### src/rtl/ex_mem_skid_reg.sv
// ex_mem_skid_reg
//   EX->MEM pipeline stage register with a valid/ready handshake and a
//   two-entry skid buffer (main + skid). ex_ready comes straight from a
//   flop, so MEM stalls never form a combinational path back into EX.
//   Entries are delivered in order; flush synchronously kills both entries.
//
// Optional build macro: EX_MEM_PERF_EN adds the CNT_W parameter and the
//   saturating stall_cnt / bubble_cnt performance counters.
//
// Ports:
//   clk             rising-edge clock
//   Reset           asynchronous, active-high reset
//   flush           synchronous kill of all held entries (priority over all)
//   ex_valid        EX presents a valid entry
//   ex_ready        stage can accept (registered, equals !skid_valid)
//   ex_inst/pc/alu_result/store_data, ex_wreg, ex_ctrl   EX payload
//   mem_valid       main register holds a valid entry
//   mem_ready       MEM consumes the entry this cycle
//   mem_inst/pc/alu_result/store_data, mem_wreg          MEM payload
//   mem_ctrl        control bundle, all-zero whenever mem_valid=0
//   stall_cnt       (EX_MEM_PERF_EN) cycles with mem_valid & !mem_ready
//   bubble_cnt      (EX_MEM_PERF_EN) cycles with !mem_valid and no flush
module ex_mem_skid_reg #(
  parameter int unsigned DATA_W = 32,
  parameter int unsigned REG_W  = 5,
  parameter int unsigned CTRL_W = 8
`ifdef EX_MEM_PERF_EN
  ,
  parameter int unsigned CNT_W  = 16
`endif
) (
  input  logic              clk,
  input  logic              Reset,
  input  logic              flush,
  input  logic              ex_valid,
  output logic              ex_ready,
  input  logic [DATA_W-1:0] ex_inst,
  input  logic [DATA_W-1:0] ex_pc,
  input  logic [DATA_W-1:0] ex_alu_result,
  input  logic [DATA_W-1:0] ex_store_data,
  input  logic [REG_W-1:0]  ex_wreg,
  input  logic [CTRL_W-1:0] ex_ctrl,
  output logic              mem_valid,
  input  logic              mem_ready,
  output logic [DATA_W-1:0] mem_inst,
  output logic [DATA_W-1:0] mem_pc,
  output logic [DATA_W-1:0] mem_alu_result,
  output logic [DATA_W-1:0] mem_store_data,
  output logic [REG_W-1:0]  mem_wreg,
  output logic [CTRL_W-1:0] mem_ctrl
`ifdef EX_MEM_PERF_EN
  ,
  output logic [CNT_W-1:0]  stall_cnt,
  output logic [CNT_W-1:0]  bubble_cnt
`endif
);

  typedef struct packed {
    logic [DATA_W-1:0] inst;
    logic [DATA_W-1:0] pc;
    logic [DATA_W-1:0] alu_result;
    logic [DATA_W-1:0] store_data;
    logic [REG_W-1:0]  wreg;
    logic [CTRL_W-1:0] ctrl;
  } payload_t;

  payload_t ex_in;
  payload_t main_q;
  payload_t skid_q;
  logic     main_valid;
  logic     skid_valid;
  logic     accept;
  logic     consume;

  always_comb begin
    ex_in            = '0;
    ex_in.inst       = ex_inst;
    ex_in.pc         = ex_pc;
    ex_in.alu_result = ex_alu_result;
    ex_in.store_data = ex_store_data;
    ex_in.wreg       = ex_wreg;
    ex_in.ctrl       = ex_ctrl;
  end

  assign ex_ready = ~skid_valid;
  assign accept   = ex_valid & ex_ready;
  assign consume  = main_valid & mem_ready;

  // Main refills from skid first (skid is always the older entry); EX can
  // only land in skid while main is full and not draining.
  always_ff @(posedge clk or posedge Reset) begin
    if (Reset) begin
      main_valid <= 1'b0;
      skid_valid <= 1'b0;
      main_q     <= '0;
      skid_q     <= '0;
    end else if (flush) begin
      main_valid <= 1'b0;
      skid_valid <= 1'b0;
    end else if (!main_valid || consume) begin
      if (skid_valid) begin
        main_q     <= skid_q;
        main_valid <= 1'b1;
        skid_valid <= 1'b0;
      end else if (accept) begin
        main_q     <= ex_in;
        main_valid <= 1'b1;
      end else begin
        main_valid <= 1'b0;
      end
    end else if (accept) begin
      skid_q     <= ex_in;
      skid_valid <= 1'b1;
    end
  end

  assign mem_valid      = main_valid;
  assign mem_inst       = main_q.inst;
  assign mem_pc         = main_q.pc;
  assign mem_alu_result = main_q.alu_result;
  assign mem_store_data = main_q.store_data;
  assign mem_wreg       = main_q.wreg;
  // Stale payload may linger after a flush; control must never leak out.
  assign mem_ctrl       = main_valid ? main_q.ctrl : '0;

`ifdef EX_MEM_PERF_EN
  always_ff @(posedge clk or posedge Reset) begin
    if (Reset) begin
      stall_cnt  <= '0;
      bubble_cnt <= '0;
    end else begin
      if (main_valid && !mem_ready && (stall_cnt != '1))
        stall_cnt <= stall_cnt + 1'b1;
      if (!main_valid && !flush && (bubble_cnt != '1))
        bubble_cnt <= bubble_cnt + 1'b1;
    end
  end
`endif

endmodule

### config.mk
export PLATFORM = sky130hd
export DESIGN_NAME = ex_mem_skid_reg
export DESIGN_NICKNAME = d
export VERILOG_FILES = /design/src/rtl/ex_mem_skid_reg.sv
export SDC_FILE = /design/constraint.sdc
export NUM_CORES = 1
export LEC_CHECK = 0
export ABC_AREA = 1
export BUFFER_PORTS_ARGS = -buffer_cell sky130_fd_sc_hd__buf_2
export CAP_MARGIN = 20
export CORE_MARGIN = 2
export CORE_UTILIZATION = 40
export CTS_CLUSTER_SIZE = 14
export DETAILED_ROUTE_END_ITERATION = 10
export HOLD_SLACK_MARGIN = 0.06
export PLACE_DENSITY_LB_ADDON = 0.2
export SYNTH_ARGS = -nofsm -noshare
export SYNTH_HDL_FRONTEND = slang
export SYNTH_SLANG_ARGS = --single-unit
export TNS_END_PERCENT = 50
### constraint.sdc
create_clock -name clk -period 27.7 [get_ports clk]
set_input_delay 5.54 -clock clk [delete_from_list [all_inputs] [get_ports clk]]
set_output_delay 5.54 -clock clk [all_outputs]
set_load 0.1 [all_outputs]
==> impl_metrics.csv <==
group,metric,value,unit
run_status,outcome,"finished, final reports clean",
drt,wl_met3,2.59,mm
job,maxCapViolCount,0,
drt,drt-pass1-iter-count,5,
cts,cts_tree,"done",
timing,final-setup-viol-count,0,
critical_path,endpoint_kind,"output port",
drt,drtIter0Drc,685,
finish,final-seq-area,0.00711,mm2
die,die_w,191,um
power,power.density,89.5,mW/mm2
logic_synthesis,syn_avg_cell_area,7.58,um2
hold_path,holdPathStages,2,
cts,cts-root-buf,"clkbuf_16",
global_routing,track_usage,21.3,%
critical_path,crit_type,"reg2out",
hold_path,hold_path.class,"reg2reg",
critical_path,cpMaxStageDelayCell,"dfrtp_4",
cts,cts_inserted_buffers,35,
timing,worst_pin_slew,1.08,ns
finish,area_delta_synth_final,13.1,%
critical_path,reg2regPathDepth,6,
cts,cts_setup_buffers,0,
finish,layoutNonFillerInstCount,2410,
power,p_total,1410,uW
cts,ctsLongestPathBuffers,3,
hold_path,min_from,"skid_q[103]",
finish,layout-drive-gt1-share,18.7,%
critical_path,crit_fanout,79,
timing,layout_min_cycle_time,8.15,ns
drt,wl_met1,17.4,mm
cts,cts.clk_slew.worst_paths,0.05,ns
logic_synthesis,yosys.area.top_type,"dfrtp_1",
logic_synthesis,syn-instance-count,1841,
logic_synthesis,ys_ff_latch,284,
power,share_clk_of_total_power,33.1,%
finish,multi_input_area,0.00526,mm2
power,vdd.ir_drop.worst,0.0539,mV
finish,post-route-util,45.8,%
critical_path,path_buf_inv,2,
timing,post-route-period-util,29.4,%
critical_path,r2r_start,"skid_valid",
critical_path,path_cells,"inv_4 -> buf_2",
finish,fin_nets,2071,
die,ios,289,
critical_path,cp_data_required_time,22.16,ns
die,die_area,0.0364,mm2
logic_synthesis,netlist_area,0.0140,mm2
global_routing,grt_pass1_vias,11500,
finish,final_common_cell,"nand2_1",
die,die_h,191,um
cts,cts_hold_buf,0,
critical_path,cp.arrival,2.61,ns
logic_synthesis,synth_area_leaders,"dfrtp_1, nand2_1, nand3_1",
global_routing,grt_max_degree,150,
drt,wl_per_cell,16.0,um
drt,antenna_left,0,
logic_synthesis,ys_seq_area_share,50.9,%
timing,holdWs,0.468,ns
logic_synthesis,yosys.area.top_type_share,50.9,%
logic_synthesis,synth_nets,1987,
timing,drv_slew,0,
timing,relSlewSlack,28.3,%
drt,via_count,11800,
cts,htree_levels,2,
global_routing,grt_pass1_wl,62.3,mm
power,p_switching,554,uW
place,dp.cells,2341,
drt,remaining_drc_errors,0,
critical_path,cp_top_family,"buffers and inverters",
timing,fmax,123,MHz
global_routing,antenna_found_initial,13,
drt,wl,38.5,mm
drt,viasPerCell,4.88,
cts,ctsResizeCount,0,
timing,tns,0,ns
critical_path,reg2reg_to,"mem_alu_result[1]",
place,gp_congestion,0.768,
cts,worst_skew_pair.late_latency,0.50,ns
die,core,0.0345,mm2
finish,fillers,3580,
die,rows,68,
hold_path,min_to,"skid_q[103]",
power,p_sw_share,39.2,%
timing,hold_viol_final,0,
power,seqPwrFrac,38.1,%
critical_path,r2r_slack,23.91,ns
timing,rsz0062_at_grt,"false",
critical_path,cp_slowest_stage_delay,0.84,ns
timing,skew,0.00763,ns
power,comb_power_share,28.9,%
place,dpl.hpwl,21.9,mm
logic_synthesis,ys_warn_count,0,
critical_path,start_kind,"flop",
power,internal_power,858,uW
drt,highest_layer,"met5",
place,numPortBuffers,288,
finish,layout_common_cells,"nand2_1, buf_2, dfrtp_1, nand3_1, clkbuf_16",
drt,wl_met2,17.5,mm
cts,cts.sinks,284,
die,initial_utilization,40.5,%
global_routing,grt-ovfl-total,0,
logic_synthesis,synth_cell_types,17,
power,power_leakage,0.00912,uW
-- power groups by stage --
stage	logic (uW)	registers, uW	clock network [uW]
floorplan	386	533	0
global placement	405	543	0
detailed placement	409	544	0
CTS	410	538	480
global route	435	548	494
finish	407	538	467
-- worst max-delay path by stage --
stage                    start                  to  slack [ns]  depth (start not counted)
floorplan                Reset           main_q[0]       14.32                          1
global placement     mem_ready  mem_alu_result[18]       19.20                          7
detailed placement   mem_ready  mem_store_data[27]       19.13                          7
CTS                 skid_valid            ex_ready       19.48                          2
global route         mem_ready   mem_alu_result[9]       19.42                          7
finish              skid_valid            ex_ready       19.55                          2
-- per-layer routing --
metal	track usage, %	vias up
met5	0	-
li1	-	5787
met2	34.3	336
met4	6.62	10
met1	28.6	5543
met3	4.80	79
-- state kept, by name, indices dropped and copies added (netlist names) --
signal / count
main_q: 8
skid_q: 141
mem_store_data: 32
mem_wreg: 5
mem_valid: 1
mem_inst: 32
mem_pc: 32
skid_valid: 1
mem_alu_result: 32
-- cells by family (layout without fill, tap and decap cells) --
group	after synthesis	after routing	share of synthesized area [%]
AOI/OAI and AO/OA	1	1	0.0358
buffers and inverters	269	375	11.6
DFF	284	284	50.9
other	0	8	0
and+or+nand+nor	1287	1287	37.4
-- synth_stat cells --
master    number
nand3_2        2
inv_1         12
clkbuf_1      37
nor3_1         1
buf_6          1
a21oi_1        1
nor2_1         2
dfrtp_1      284
buf_2         75
nand2_4        1
nor2_2         1
nor2_4         2
nand2_1      996
buf_1          7
inv_2          2
nand3_1      282
buf_4        135
-- through the flow --
| stage | instance area (um2) | setup WS, ns |
|---|---|---|
| after floorplan | 14000 | 14.32 |
| after global placement | 14500 | 19.20 |
| after detailed placement | 14500 | 19.13 |
| after CTS | 15700 | 19.48 |
| after global routing | 15800 | 19.42 |
| final | 15800 | 19.55 |
-- worst register-to-register path: cells and delay by family (launching register included) --
kind,cells,cell delay (ns)
and+or+nand+nor,4,1.39
buffers and inverters,2,1.26
DFF,1,1.08
-- area by class of cell --
| type | count | area share (%) |
|---|---|---|
| Sequential cell | 284 | 45.0 |
| Multi-Input combinational cell | 1288 | 33.3 |
| Timing Repair Buffer | 302 | 10.0 |
| Clock buffer | 53 | 6.82 |
| Tap cell | 455 | 3.61 |
| Clock inverter | 6 | 0.666 |
| Inverter | 14 | 0.396 |
| Antenna cell | 8 | 0.127 |
(Power assumes the default switching activity.)
